### config.mk
export PLATFORM = sky130hd
export DESIGN_NAME = dram_arbiter_4_flat
export DESIGN_NICKNAME = d
export VERILOG_FILES = /design/src/rtl/dram_arbiter_4_pkg.sv /design/src/rtl/dram_arbiter_4_if.sv /design/src/rtl/dram_arbiter_4_rr_pick_4.sv /design/src/rtl/dram_arbiter_4.sv /design/src/flat_wrapper.sv
export SDC_FILE = /design/constraint.sdc
export NUM_CORES = 1
export LEC_CHECK = 0
export ABC_AREA = 1
export BUFFER_PORTS_ARGS = -buffer_cell sky130_fd_sc_hd__buf_4
export CAP_MARGIN = 40
export CORE_UTILIZATION = 25
export CTS_BUF_LIST = sky130_fd_sc_hd__clkbuf_8
export DETAILED_ROUTE_END_ITERATION = 8
export SYNTH_ARGS = -nofsm -noshare
export SYNTH_HDL_FRONTEND = slang
export SYNTH_SLANG_ARGS = --single-unit
### constraint.sdc
create_clock -name clock -period 4.3 [get_ports clock]
set_clock_uncertainty 0.15 [all_clocks]
set_input_delay 1.29 -clock clock [delete_from_list [all_inputs] [get_ports clock]]
set_output_delay 1.29 -clock clock [all_outputs]
set_load 0.03 [all_outputs]
### src/rtl/dram_arbiter_4_pkg.sv
`default_nettype none
// ============================================================================
// Module   : dram_arbiter_4_pkg
// Brief    : Shared FSM encoding, requester IDs and default widths for the
//            4-core data-memory arbiter.
// Revision : 1.0 - initial release
// ============================================================================
package dram_arbiter_4_pkg;

    localparam int DEF_ADDR_W = 9;
    localparam int DEF_DATA_W = 16;
    localparam int CNT_W      = 16;

    localparam logic [1:0] ST_IDLE   = 2'd0;
    localparam logic [1:0] ST_ACCESS = 2'd1;
    localparam logic [1:0] ST_WAIT   = 2'd2;
    localparam logic [1:0] ST_RESP   = 2'd3;

    // IDs 0..3 are cores, 4 is the external load/readback port
    typedef logic [2:0] req_id_t;
    localparam req_id_t ID_EXT = 3'd4;

    function automatic logic is_core(input req_id_t id);
        return !id[2];
    endfunction

endpackage
`default_nettype wire

### src/rtl/dram_arbiter_4_if.sv
`default_nettype none
// ============================================================================
// Module   : dram_arbiter_4_if
// Brief    : Requester and data-memory bus bundle seen by the arbiter.
// Revision : 1.0 - initial release
// ============================================================================
interface dram_arbiter_4_if
    import dram_arbiter_4_pkg::*;
#(
    parameter int ADDR_W = DEF_ADDR_W,
    parameter int DATA_W = DEF_DATA_W
);
    logic [3:0]          core_req;
    logic [3:0]          core_we;
    logic [4*ADDR_W-1:0] core_addr;
    logic [4*DATA_W-1:0] core_wdata;
    logic [3:0]          core_ack;
    logic [DATA_W-1:0]   core_rdata;
    logic                ext_req;
    logic                ext_we;
    logic [ADDR_W-1:0]   ext_addr;
    logic [DATA_W-1:0]   ext_wdata;
    logic                ext_ack;
    logic [ADDR_W-1:0]   dram_addr;
    logic [DATA_W-1:0]   dram_wdata;
    logic                dram_we;
    logic                dram_re;
    logic [DATA_W-1:0]   dram_rdata;
    logic                busy;

    modport slave (
        input  core_req, core_we, core_addr, core_wdata,
        input  ext_req, ext_we, ext_addr, ext_wdata,
        input  dram_rdata,
        output core_ack, core_rdata, ext_ack,
        output dram_addr, dram_wdata, dram_we, dram_re, busy
    );

    modport master (
        output core_req, core_we, core_addr, core_wdata,
        output ext_req, ext_we, ext_addr, ext_wdata,
        output dram_rdata,
        input  core_ack, core_rdata, ext_ack,
        input  dram_addr, dram_wdata, dram_we, dram_re, busy
    );
endinterface
`default_nettype wire

### src/rtl/dram_arbiter_4_rr_pick_4.sv
`default_nettype none
// ============================================================================
// Module   : rr_pick_4
// Brief    : Combinational 4-way round-robin picker; first set req bit
//            searching upward from ptr modulo 4.
// Revision : 1.0 - initial release
// ============================================================================
module rr_pick_4 (
    input  wire logic [3:0] req,
    input  wire logic [1:0] ptr,
    output logic            valid,
    output logic [1:0]      idx
);
    // Walk offsets high-to-low so the smallest offset from ptr wins
    always_comb begin
        valid = 1'b0;
        idx   = 2'd0;
        for (int k = 3; k >= 0; k--) begin
            if (req[ptr + 2'(k)]) begin
                valid = 1'b1;
                idx   = ptr + 2'(k);
            end
        end
    end
endmodule
`default_nettype wire

### src/rtl/dram_arbiter_4.sv
`default_nettype none
// ============================================================================
// Module   : dram_arbiter_4
// Brief    : Single-port data memory arbiter; external port has absolute
//            priority, four cores served round-robin, one access in flight.
//            Optional macro DRAM_ARB_STATS_EN adds per-core grant counters.
// Revision : 1.0 - initial release
// ============================================================================
module dram_arbiter_4
    import dram_arbiter_4_pkg::*;
#(
    parameter int ADDR_W = DEF_ADDR_W,
    parameter int DATA_W = DEF_DATA_W,
    parameter int RD_LAT = 1
) (
    input  wire logic            clock,
    input  wire logic            reset,
`ifdef DRAM_ARB_STATS_EN
    input  wire logic            stats_clr,
    output logic [4*CNT_W-1:0]   grant_count,
`endif
    dram_arbiter_4_if.slave      bus
);
    localparam logic [1:0] c_rd_lat_m1 = 2'(RD_LAT - 1);

    logic [1:0]        state_q,  state_d;
    logic [1:0]        rr_ptr_q, rr_ptr_d;
    req_id_t           owner_q,  owner_d;
    logic              we_q,     we_d;
    logic [ADDR_W-1:0] addr_q,   addr_d;
    logic [DATA_W-1:0] wdata_q,  wdata_d;
    logic [DATA_W-1:0] rdata_q,  rdata_d;
    logic [1:0]        cnt_q,    cnt_d;

    logic              w_pick_valid;
    logic [1:0]        w_pick_idx;
    logic              w_resp;

    rr_pick_4 u_pick (
        .req   (bus.core_req),
        .ptr   (rr_ptr_q),
        .valid (w_pick_valid),
        .idx   (w_pick_idx)
    );

    always_comb begin
        state_d  = state_q;
        rr_ptr_d = rr_ptr_q;
        owner_d  = owner_q;
        we_d     = we_q;
        addr_d   = addr_q;
        wdata_d  = wdata_q;
        rdata_d  = rdata_q;
        cnt_d    = cnt_q;
        case (state_q)
            ST_IDLE: begin
                if (bus.ext_req) begin
                    owner_d = ID_EXT;
                    we_d    = bus.ext_we;
                    addr_d  = bus.ext_addr;
                    wdata_d = bus.ext_wdata;
                    state_d = ST_ACCESS;
                end else if (w_pick_valid) begin
                    owner_d = {1'b0, w_pick_idx};
                    we_d    = bus.core_we[w_pick_idx];
                    addr_d  = bus.core_addr[w_pick_idx*ADDR_W +: ADDR_W];
                    wdata_d = bus.core_wdata[w_pick_idx*DATA_W +: DATA_W];
                    state_d = ST_ACCESS;
                end
            end
            ST_ACCESS: begin
                if (we_q) begin
                    state_d = ST_RESP;
                end else begin
                    cnt_d   = c_rd_lat_m1;
                    state_d = ST_WAIT;
                end
            end
            ST_WAIT: begin
                if (cnt_q == 2'd0) begin
                    rdata_d = bus.dram_rdata;
                    state_d = ST_RESP;
                end else begin
                    cnt_d = cnt_q - 2'd1;
                end
            end
            ST_RESP: begin
                // External grants leave the core rotation untouched
                if (is_core(owner_q)) begin
                    rr_ptr_d = owner_q[1:0] + 2'd1;
                end
                state_d = ST_IDLE;
            end
            default: state_d = ST_IDLE;
        endcase
    end

    always_ff @(posedge clock) begin
        if (reset) begin
            state_q  <= ST_IDLE;
            rr_ptr_q <= '0;
            owner_q  <= '0;
            we_q     <= 1'b0;
            addr_q   <= '0;
            wdata_q  <= '0;
            rdata_q  <= '0;
            cnt_q    <= '0;
        end else begin
            state_q  <= state_d;
            rr_ptr_q <= rr_ptr_d;
            owner_q  <= owner_d;
            we_q     <= we_d;
            addr_q   <= addr_d;
            wdata_q  <= wdata_d;
            rdata_q  <= rdata_d;
            cnt_q    <= cnt_d;
        end
    end

    assign w_resp         = (state_q == ST_RESP);
    assign bus.dram_addr  = addr_q;
    assign bus.dram_wdata = wdata_q;
    assign bus.dram_we    = (state_q == ST_ACCESS) &&  we_q;
    assign bus.dram_re    = (state_q == ST_ACCESS) && !we_q;
    assign bus.core_ack   = (w_resp && is_core(owner_q)) ? (4'b0001 << owner_q[1:0]) : 4'b0000;
    assign bus.ext_ack    = w_resp && (owner_q == ID_EXT);
    assign bus.core_rdata = rdata_q;
    assign bus.busy       = (state_q != ST_IDLE);

`ifdef DRAM_ARB_STATS_EN
    logic [CNT_W-1:0] grant_cnt_q [4];
    logic [CNT_W-1:0] grant_cnt_d [4];

    always_comb begin
        for (int i = 0; i < 4; i++) begin
            grant_cnt_d[i] = grant_cnt_q[i];
            if (stats_clr) begin
                grant_cnt_d[i] = '0;
            end else if (w_resp && is_core(owner_q) && (owner_q[1:0] == 2'(i))
                         && (grant_cnt_q[i] != {CNT_W{1'b1}})) begin
                grant_cnt_d[i] = grant_cnt_q[i] + 1'b1;
            end
        end
    end

    always_ff @(posedge clock) begin
        for (int i = 0; i < 4; i++) begin
            if (reset) grant_cnt_q[i] <= '0;
            else       grant_cnt_q[i] <= grant_cnt_d[i];
        end
    end

    generate
        for (genvar g = 0; g < 4; g++) begin : g_stats_out
            assign grant_count[g*CNT_W +: CNT_W] = grant_cnt_q[g];
        end
    endgenerate
`endif

endmodule
`default_nettype wire

### src/flat_wrapper.sv
// flat-port wrapper written by rule: the top's interface ports become plain ports
module dram_arbiter_4_flat import dram_arbiter_4_pkg::*;
#(
    parameter int ADDR_W = DEF_ADDR_W,
    parameter int DATA_W = DEF_DATA_W,
    parameter int RD_LAT = 1
)
  (clock, reset, bus_core_req, bus_core_we, bus_core_addr, bus_core_wdata, bus_ext_req, bus_ext_we, bus_ext_addr, bus_ext_wdata, bus_dram_rdata, bus_core_ack, bus_core_rdata, bus_ext_ack, bus_dram_addr, bus_dram_wdata, bus_dram_we, bus_dram_re, bus_busy);
  dram_arbiter_4_if #(.ADDR_W(ADDR_W), .DATA_W(DATA_W)) bus_i ();
  input  wire logic clock;
  input  wire logic reset;
  input wire logic [$bits(bus_i.core_req)-1:0] bus_core_req;
  input wire logic [$bits(bus_i.core_we)-1:0] bus_core_we;
  input wire logic [$bits(bus_i.core_addr)-1:0] bus_core_addr;
  input wire logic [$bits(bus_i.core_wdata)-1:0] bus_core_wdata;
  input wire logic [$bits(bus_i.ext_req)-1:0] bus_ext_req;
  input wire logic [$bits(bus_i.ext_we)-1:0] bus_ext_we;
  input wire logic [$bits(bus_i.ext_addr)-1:0] bus_ext_addr;
  input wire logic [$bits(bus_i.ext_wdata)-1:0] bus_ext_wdata;
  input wire logic [$bits(bus_i.dram_rdata)-1:0] bus_dram_rdata;
  output wire logic [$bits(bus_i.core_ack)-1:0] bus_core_ack;
  output wire logic [$bits(bus_i.core_rdata)-1:0] bus_core_rdata;
  output wire logic [$bits(bus_i.ext_ack)-1:0] bus_ext_ack;
  output wire logic [$bits(bus_i.dram_addr)-1:0] bus_dram_addr;
  output wire logic [$bits(bus_i.dram_wdata)-1:0] bus_dram_wdata;
  output wire logic [$bits(bus_i.dram_we)-1:0] bus_dram_we;
  output wire logic [$bits(bus_i.dram_re)-1:0] bus_dram_re;
  output wire logic [$bits(bus_i.busy)-1:0] bus_busy;
  assign bus_i.core_req = bus_core_req;
  assign bus_i.core_we = bus_core_we;
  assign bus_i.core_addr = bus_core_addr;
  assign bus_i.core_wdata = bus_core_wdata;
  assign bus_i.ext_req = bus_ext_req;
  assign bus_i.ext_we = bus_ext_we;
  assign bus_i.ext_addr = bus_ext_addr;
  assign bus_i.ext_wdata = bus_ext_wdata;
  assign bus_i.dram_rdata = bus_dram_rdata;
  assign bus_core_ack = bus_i.core_ack;
  assign bus_core_rdata = bus_i.core_rdata;
  assign bus_ext_ack = bus_i.ext_ack;
  assign bus_dram_addr = bus_i.dram_addr;
  assign bus_dram_wdata = bus_i.dram_wdata;
  assign bus_dram_we = bus_i.dram_we;
  assign bus_dram_re = bus_i.dram_re;
  assign bus_busy = bus_i.busy;
  dram_arbiter_4 #(.ADDR_W(ADDR_W), .DATA_W(DATA_W), .RD_LAT(RD_LAT)) u_core (.clock(clock), .reset(reset), .bus(bus_i));
endmodule
# Word level (Yosys, flattened, before mapping)
# Index checks and enable logic that the tools add are counted.
[op_classes]
n_mul = 1
addsub = 5
n_mux = 35
n_eq_ne = 8
order_cmp = 5
shifts = 3
n_bitwise = 1
n_reduce_logical = 16
[op_table]
columns = ["op", "n"]
rows = [
  ["$shiftx A64 B7 Y16", 1],
  ["$shiftx A36 B7 Y9", 1],
  ["$mux W16", 2],
  ["$mux W2", 9],
  ["$mux W9", 2],
  ["$lt A2 B3 Y1 const B", 5],
  ["$mux W1", 12],
  ["$bmux W1 S2", 5],
  ["$pmux W2 S4", 1],
  ["$reduce_and A2 Y1", 4],
  ["$mul A2 B4 Y6 const B", 1],
  ["$mux W3", 2],
  ["$reduce_bool A2 Y1", 3],
  ["$add A2 B1 Y2 const B", 2],
  ["$add A2 B2 Y2 const B", 2],
  ["$eq A2 B2 Y1 const B", 2],
  ["$logic_and A1 B1 Y1", 4],
  ["$logic_not A2 Y1", 2],
  ["$mux W4", 1],
  ["$ne A2 B2 Y1 const B", 2],
  ["$pmux W2 S2", 1],
  ["$shl A1 B2 Y4 const A", 1],
  ["$eq A3 B3 Y1 const B", 1],
  ["$ne A3 B3 Y1 const B", 1],
  ["other kinds (6)", 7],
]
[word_totals]
in_bits = 153
reg_bits = 51
output_inout_bits = 49
word_cells = 82

# Logic depth before layout (Yosys ltp)
# Gate-level depths: netlist (run 1).
[logic_depth]
ltp_word = 11
mapped_depth = 15
ltp_nobuf = 14

# Hierarchy
# From an unflattened synthesis (run 1), not the netlist that was laid out.
[hier_totals]
hier_cells = 519
hier_area_um2 = 3241.9
[by_module_without_submodules]
columns = ["module", "seq_area_each_um2", "cells_each", "area_each_um2", "n_inst"]
rows = [
  ["dram_arbiter_4", 1021.0, 473, 3029.2, 1],
  ["rr_pick_4", 0.0, 46, 212.7, 1],
]

# Least setup slack after synthesis (run 1)
# No wires, ideal clock.
[synth_timing]
kind = "reg-to-output"
startpoint = "register u_core.state_q[0]"
endpoint = "output bus_core_ack[0]"
arrival_ps = 1197
path_buffers = 0
setup_slack_ps = 1663
path_stages_with_launch = 6
path_cell_list = "dfxtp_1 -> ha_1 -> inv_1 -> nor2_1 -> inv_1 -> nor2_1"
[synth_via]
elab_chain_cells = 3
[synth_rtl]
columns = ["element", "line_no", "source"]
rows = [
  ["start: declaration", "dram_arbiter_4.sv:26", "logic [1:0] state_q, state_d;"],
  ["start signal: assignment", "dram_arbiter_4.sv:109", "state_q <= state_d;"],
  ["$eq A2 B2 Y1", "dram_arbiter_4.sv:120", "assign w_resp = (state_q == ST_RESP);"],
  ["$logic_and A1 B1 Y1", "dram_arbiter_4.sv:125", "assign bus.core_ack = (w_resp && is_core(owner_q)) ? (4'b0001 << owner_q[1:0]) : 4'b0000;"],
  ["$mux W4", "dram_arbiter_4.sv:125", ""],
  ["end: declaration", "flat_wrapper.sv:21", "output wire logic [$bits(bus_i.core_ack)-1:0] bus_core_ack;"],
]
# Every way passes these cells.

# Worst setup path after layout (run 1)
[layout_timing]
startpoint = "input bus_core_req[1]"
endpoint = "register u_core.wdata_q[15] (netlist: u_core.bus.dram_wdata[15])"
[layout_via]
elab_chain_cells = 9
[layout_rtl]
columns = ["element", "line_no", "source"]
rows = [
  ["start: declaration", "flat_wrapper.sv:12", "input wire logic [$bits(bus_i.core_req)-1:0] bus_core_req;"],
  ["$bmux W1 S2", "dram_arbiter_4_rr_pick_4.sv:19", "if (req[ptr + 2'(k)]) begin"],
  ["$mux W1 (implied by the code)", "dram_arbiter_4_rr_pick_4.sv:19", ""],
  ["$mux W2 (4 in series)", "dram_arbiter_4_rr_pick_4.sv:19", ""],
  ["$shiftx A64 B7 Y16", "dram_arbiter_4.sv:67", "wdata_d = bus.core_wdata[w_pick_idx*DATA_W +: DATA_W];"],
  ["$mux W16", "dram_arbiter_4.sv:63", "end else if (w_pick_valid) begin"],
  ["$mux W16", "dram_arbiter_4.sv:57", "if (bus.ext_req) begin"],
  ["end signal: assignment", "dram_arbiter_4.sv:114", "wdata_q <= wdata_d;"],
  ["end: declaration", "dram_arbiter_4.sv:31", "logic [DATA_W-1:0] wdata_q, wdata_d;"],
]
# Parallel ways exist; a longest one is shown, timed or not. The select of a mux whose other input is x is not followed.
# A chain may end at the register's enable or synchronous reset.

==> out/results.tsv, run 1 <==
metric	value	unit
Synth top area share	0.283	
Placeable Area	14000	sq um
met3 Use GR	0.0445	
achievable frequency	304	MHz
GRT Total Usage	0.177	
Layout Cells excl Fill	968	
die height	122	microns
Synth Cell Area	3600	sq um
Worst path slowest cell	nand2_4	
Synth warnings	0	
PostCTS Resize Cnt	0	
Final Setup Violations	0	
syn_area_per_cell	5.93	sq um
initial antenna violation count	0	
Peak VDD IR	0.000275	V
number of max-cap violations	0	
cts bufs inserted	5	
Syn Inst Count	607	
CP max stage delay	0.44	ns
end-of-flow core utilization	0.379	
WL per Instance	13.6	microns
setup slack, reg-to-reg	1.38	ns
postcts setup bufs	0	
GRT met1 Usage	0.232	
EDFF count, synth	0	
Async SR Flop Fraction	0	
top_reg_cell synth	dfxtp_1	
clk_lat worst skew	0.31	ns
final-stage net count	949	
largest net degree at the start of global routing	54	
Worst Path Max Fanout	53	
Sink Count	51	
slack of the critical path	1.01	ns
syn_nets	769	
Yosys cell types	26	
DP Area	5210	sq um
H-tree depth	2	
DRT iter0 DRCs	190	
Multi-input gate area	1910	sq um
Worst-Margin Slew	0.665	ns
die area	14900	sq um
Final ANT Viol Nets	0	
ranking of synthesized cells by area	dfxtp_1, nand3_1, inv_1, nand2_1, a22oi_1	
Routed WL	13200	microns
dominant cell type by area after synthesis	dfxtp_1	
vias in the first global route	4123	
CP required	4.39	ns
grt total ovfl	0	
status	finished clean	
DRT Pass-1 Iters	4	
slew margin rel.	0.555	
pins over their slew limit	0	
Worst Setup SP	bus_core_req[1]	
final hold slack	0.328	ns
CP Cell Sequence	buf_4 -> inv_1 -> nand2_1 -> nand3_1 -> nand2_1 -> nand3_1 -> nand2_1 -> nand2_2 -> nand2_4 -> nand2_1 -> nand3_1 -> nand2_1 -> nand2_1 -> a21oi_1	
Post-synth top cells	inv_1, nand2_1, nand3_1	
critical path class	in2reg	
hold buffers post-CTS	0	
grt met2 use	0.290	
final number of hold-violating endpoints	0	
CP Capture Type	flop	
final instance area	5310	sq um
Tot Pwr	2.90	mW
Residual DRC	0	
sequential element share of the synthesized area	0.283	
clock transition at the registers of the reported paths	0.11	ns
CTS tree	built	
I/O Pins	202	
setup tns final	0	ns
Reg2Reg Depth	14	
pwr dens	547	nW/um^2
# fillers	1562	
Yosys reg bits	51	
Port-buffer cells	201	
sequential cell area	1020	sq um
vias	4338	
Root Driver	clkbuf_8	
Final Cycle Share	0.765	
Area Overhead vs Synth	47.3	%
gpl congestion	0.850	
initial core utilization	0.258	
Reg-to-Reg End	u_core.bus.dram_wdata[15]	
crit start category	input pin	
# diodes	0	
share of cells above drive strength 1	0.287	
shortest period the worst path allows	3.29	ns
gr busiest metal	met2	
HPWL after DPL	10000	microns
Hold Path Class	reg2reg	
vias per cell	4.48	
CP arrival	3.38	ns
RSZ-0062 raised after global routing	false	
# rows	43	
worst r2r src	u_core.rr_ptr_q[0]	
pre-CTS setup slack	0.709	ns
Most common cell on crit path	nand2_1	
Lkg Pwr	2.94	nW
Clock Path Buffers	2	
critical path capture point	u_core.bus.dram_wdata[15]	
placed cell count	960	
first-pass GRT wire length	20800	microns
Horiz. Die Dim	122	microns
critical path, delay by kind of cell:
| family | cells | cell delay (ns) |
|---|---|---|
| AND/OR/NAND/NOR | 11 | 1.71 |
| buffers and inverters | 2 | 0.19 |
| AO/OA/AOI/OAI | 1 | 0.16 |
power breakdown:
part | switching, mW | leakage, nW | internal [mW]
logic | 1.20 | 2.48 | 0.674
registers | 0.104 | 0.419 | 0.631
clock network | 0.176 | 0.0443 | 0.117
final cells by class:
type | instances | area share
multi-input combinational | 390 | 0.360
timing repair buffer | 207 | 0.294
sequential | 51 | 0.192
inverter | 132 | 0.0934
tap | 180 | 0.0424
clock buffer | 5 | 0.0130
clock inverter | 3 | 0.00472
flip-flops by register name, indices dropped and copies added (netlist names):
register               cells
u_core.we_q                1
u_core.bus.dram_wdata     16
u_core.bus.dram_addr       9
u_core.cnt_q               2
u_core.state_q             2
u_core.bus.core_rdata     16
u_core.rr_ptr_q            2
u_core.owner_q             3
worst min path at each step:
stage | end | depth (start not counted) | startpoint | slack [ns]
2_1_floorplan | u_core.cnt_q[1] | 2 | u_core.cnt_q[1] | 0.29
3_3_place_gp | u_core.cnt_q[1] | 2 | u_core.cnt_q[1] | 0.31
3_5_place_dp | u_core.cnt_q[1] | 2 | u_core.cnt_q[1] | 0.31
4_1_cts | u_core.cnt_q[1] | 2 | u_core.cnt_q[1] | 0.33
5_1_grt | u_core.cnt_q[1] | 2 | u_core.cnt_q[1] | 0.35
6_report | u_core.cnt_q[1] | 2 | u_core.cnt_q[1] | 0.33
placed cells by master, fill, tap and decap left out:
master / count
buf_4: 206
nand2_1: 128
nand3_2: 1
nor2_2: 1
a211oi_1: 1
clkinvlp_4: 1
a22oi_1: 27
nand3_1: 113
clkbuf_8: 5
o22ai_1: 1
nor2_4: 2
ha_1: 9
o21bai_1: 1
clkinv_4: 2
inv_2: 3
nand2_4: 1
o21ai_2: 2
nand2_2: 1
buf_8: 1
o21ai_0: 21
clkinv_1: 1
inv_1: 128
a21oi_1: 33
dfxtp_1: 51
and3_1: 1
nor2_1: 47
cell families (layout without fill, tap and decap cells):
family | Yosys count | after routing | share of synthesized area
compound gates | 86 | 86 | 0.142
simple gates | 295 | 295 | 0.357
buf+inv | 166 | 347 | 0.187
fa+ha+maj | 9 | 9 | 0.0313
flops | 51 | 51 | 0.283
layer usage:
metal	share of wire	up-vias
li1	-	2254
met1	0.45	1921
met2	0.46	151
met3	0.081	12
met4	0.014	0
met5	0	-
No activity file was read; power rests on OpenSTA's default activity.
==> run 2: changes to the inputs <==
--- a/config.mk
+++ b/config.mk
@@ -5,7 +5,7 @@
 export SDC_FILE = /design/constraint.sdc
 export NUM_CORES = 1
 export LEC_CHECK = 0
-export ABC_AREA = 1
+export ABC_AREA = 0
 export BUFFER_PORTS_ARGS = -buffer_cell sky130_fd_sc_hd__buf_4
 export CAP_MARGIN = 40
 export CORE_UTILIZATION = 25
==> constraint.sdc (replaced) <==
create_clock -name clock -period 2.86 [get_ports clock]
set_clock_uncertainty 0.15 [all_clocks]
set_input_delay 0.858 -clock clock [delete_from_list [all_inputs] [get_ports clock]]
set_output_delay 0.858 -clock clock [all_outputs]
set_load 0.03 [all_outputs]
==> out/results.tsv, run 2 <==
metric	value	unit	change
Final Setup Violations	0		unchanged
sequential element share of the synthesized area	0.300		+0.0161
Synth top area share	0.300		+0.0161
WL per Instance	15.3	microns	+13%
critical path class	reg2out		
CP Capture Type	output pin		
initial antenna violation count	0		unchanged
Placeable Area	13300	sq um	-5.0%
largest net degree at the start of global routing	78		+44%
final number of hold-violating endpoints	0		unchanged
hold buffers post-CTS	0		unchanged
Synth Cell Area	3410	sq um	-5.4%
Synth warnings	0		unchanged
die height	119	microns	-2.7%
commonest non-fill, non-tap cells in the layout	buf_4, and3_1, a21boi_0		
number of max-cap violations	0		unchanged
Residual DRC	0		unchanged
CP Cell Sequence	ha_1 -> nor2b_2 -> and2_1 -> buf_4		
initial core utilization	0.256		-0.00116
Horiz. Die Dim	119	microns	-2.7%
clock transition at the registers of the reported paths	0.09	ns	-0.02 ns
grt total ovfl	0		unchanged
gpl congestion	0.872		+2.6%
Reg-to-Reg End	u_core.owner_q[1]		
achievable frequency	398	MHz	
shortest period the worst path allows	2.51	ns	
DRT iter0 DRCs	68		-64%
share of cells above drive strength 1	0.365		+0.0778
Worst path depth	4		-10
Area Overhead vs Synth	51.0	%	
setup tns final	0	ns	unchanged
ranking of synthesized cells by area	dfxtp_1, a21boi_0, and3_1, a21oi_1, o21bai_1		
I/O Pins	202		unchanged
sequential cell area	1020	sq um	unchanged
EDFF count, synth	0		unchanged
Yosys cell types	34		+31%
status	finished clean		
Worst Setup SP	u_core.state_q[0]		
setup slack, reg-to-reg	0.75	ns	-0.63 ns
CP max stage delay	0.44	ns	about the same
critical path capture point	bus_core_ack[1]		
# fillers	1390		-11%
final-stage net count	789		-17%
worst r2r src	u_core.state_q[0]		
RSZ-0062 raised after global routing	false		
Worst Path Max Fanout	7		-87%
Root Driver	clkbuf_8		
Buf/Inv on CP	1		-1
vias	3923		-9.6%
clk_lat worst skew	0.30	ns	about the same
Port-buffer cells	201		unchanged
Final Cycle Share	0.879		
postcts setup bufs	0		unchanged
Peak VDD IR	0.000187	V	-32%
die area	14100	sq um	-5.3%
syn_area_per_cell	7.57	sq um	+28%
Yosys reg bits	51		unchanged
CP arrival	1.51	ns	-1.87 ns
most common cell after layout, fill and taps aside	buf_4		
pwr dens	595	nW/um^2	+8.8%
slew margin rel.	0.556		+0.000798
H-tree depth	2		unchanged
cts bufs inserted	5		unchanged
Worst-Margin Slew	0.665	ns	-0.000334 ns
Tot Pwr	3.06	mW	+5.5%
Routed WL	12300	microns	-6.4%
HP Start	u_core.bus.core_rdata[0]		
Hold Path Class	reg2reg		
# diodes	0		unchanged
Sink Count	51		unchanged
top_reg_cell synth	dfxtp_1		
CP required	1.85	ns	-2.54 ns
# rows	42		-2.3%
dominant cell type by area after synthesis	dfxtp_1		
Reg2Reg Depth	7		-7
CTS tree	built		
Final ANT Viol Nets	0		unchanged
Multi-input gate area	2150	sq um	+13%
vias per cell	4.88		+8.9%
syn_nets	612		-20%
Syn Inst Count	450		-26%
crit start category	flop		
Clock Path Buffers	2		unchanged
Lkg Pwr	2.43	nW	-17%
Async SR Flop Fraction	0		unchanged
first-pass GRT wire length	19200	microns	-7.7%
CP top delay family	flip-flops		
HPWL after DPL	9720	microns	-2.9%
Post-synth top cells	a21boi_0, and3_1, dfxtp_1		
pins over their slew limit	0		unchanged
DRT Pass-1 Iters	4		unchanged
GRT Total Usage	0.172		-0.00510
Worst path slowest cell	dfxtp_1		
vias in the first global route	3949		-4.2%
-- run 2: worst reg2reg max path, stage by stage, from the launching register on --
cell     delay (ns)
dfxtp_1        0.37
inv_1          0.11
ha_1           0.24
inv_1          0.12
nor2_2         0.55
buf_8          0.25
nand4_1        0.10
a21oi_1        0.16
-- run 2: area by class of cell --
class	instances	area share
clock inverters	3	0.00243
well taps	176	0.0428
repair buffers	212	0.317
inverters	11	0.00802
clock buffers	5	0.0134
multi-input cells	346	0.418
flip-flops and latches	51	0.198
-- run 2: repair_timing --
item / 4_1_cts / 5_1_grt
hold endpoints to repair: 0 / 0
setup endpoints to repair: 0 / 1
resized for setup: 0 / 1
-- run 2: cell families after synthesis --
logic type               after synthesis  share of synthesized area
AO/OA/AOI/OAI                        212                      0.388
AND/OR/NAND/NOR                      122                      0.195
buffers and inverters                 53                     0.0756
flip-flops                            51                      0.300
adder cells (fa/ha/maj)                9                     0.0330
multiplexers                           3                    0.00881
-- run 2: layer usage --
layer / GRT usage / wire length, microns / up-vias / part of all wire
li1: - / - / 1969 / -
met4: 0.0546 / 286 / 0 / 0.023
met2: 0.314 / 5980 / 180 / 0.49
met1: 0.189 / 4910 / 1754 / 0.40
met5: 0 / 0 / - / 0
met3: 0.0502 / 1140 / 20 / 0.093
-- run 2: where the power goes --
part | total [mW] | switching, mW | internal, mW | leakage [nW]
Sequential | 1.01 | 0.115 | 0.890 | 0.419
Clock | 0.398 | 0.233 | 0.165 | 0.0505
Combinational | 1.66 | 0.997 | 0.660 | 1.96
Total | 3.06 | 1.34 | 1.72 | 2.43
-- run 2: worst min path at each step --
stage,end,slack (ns),depth (start not counted)
floorplan,u_core.owner_q[2],0.30,2
global placement,u_core.bus.core_rdata[6],0.29,2
detailed placement,u_core.bus.core_rdata[2],0.30,2
CTS,u_core.bus.core_rdata[2],0.31,2
global route,u_core.bus.core_rdata[2],0.33,2
finish,u_core.bus.core_rdata[0],0.31,2
-- run 2: metrics by stage --
stage / instance area (sq um) / hold WS [ns] / instances / worst slack (ns) / utilization
floorplan: 3410 / 0.295 / 450 / 0.628 / -
global placement: 5030 / 0.293 / 794 / 0.0423 / 0.379
detailed placement: 5060 / 0.300 / 796 / 0.237 / 0.381
CTS: 5140 / 0.313 / 804 / 0.194 / 0.387
global route: 5150 / 0.331 / 804 / 0.153 / 0.387
finish: 5150 / 0.308 / 804 / 0.347 / 0.387
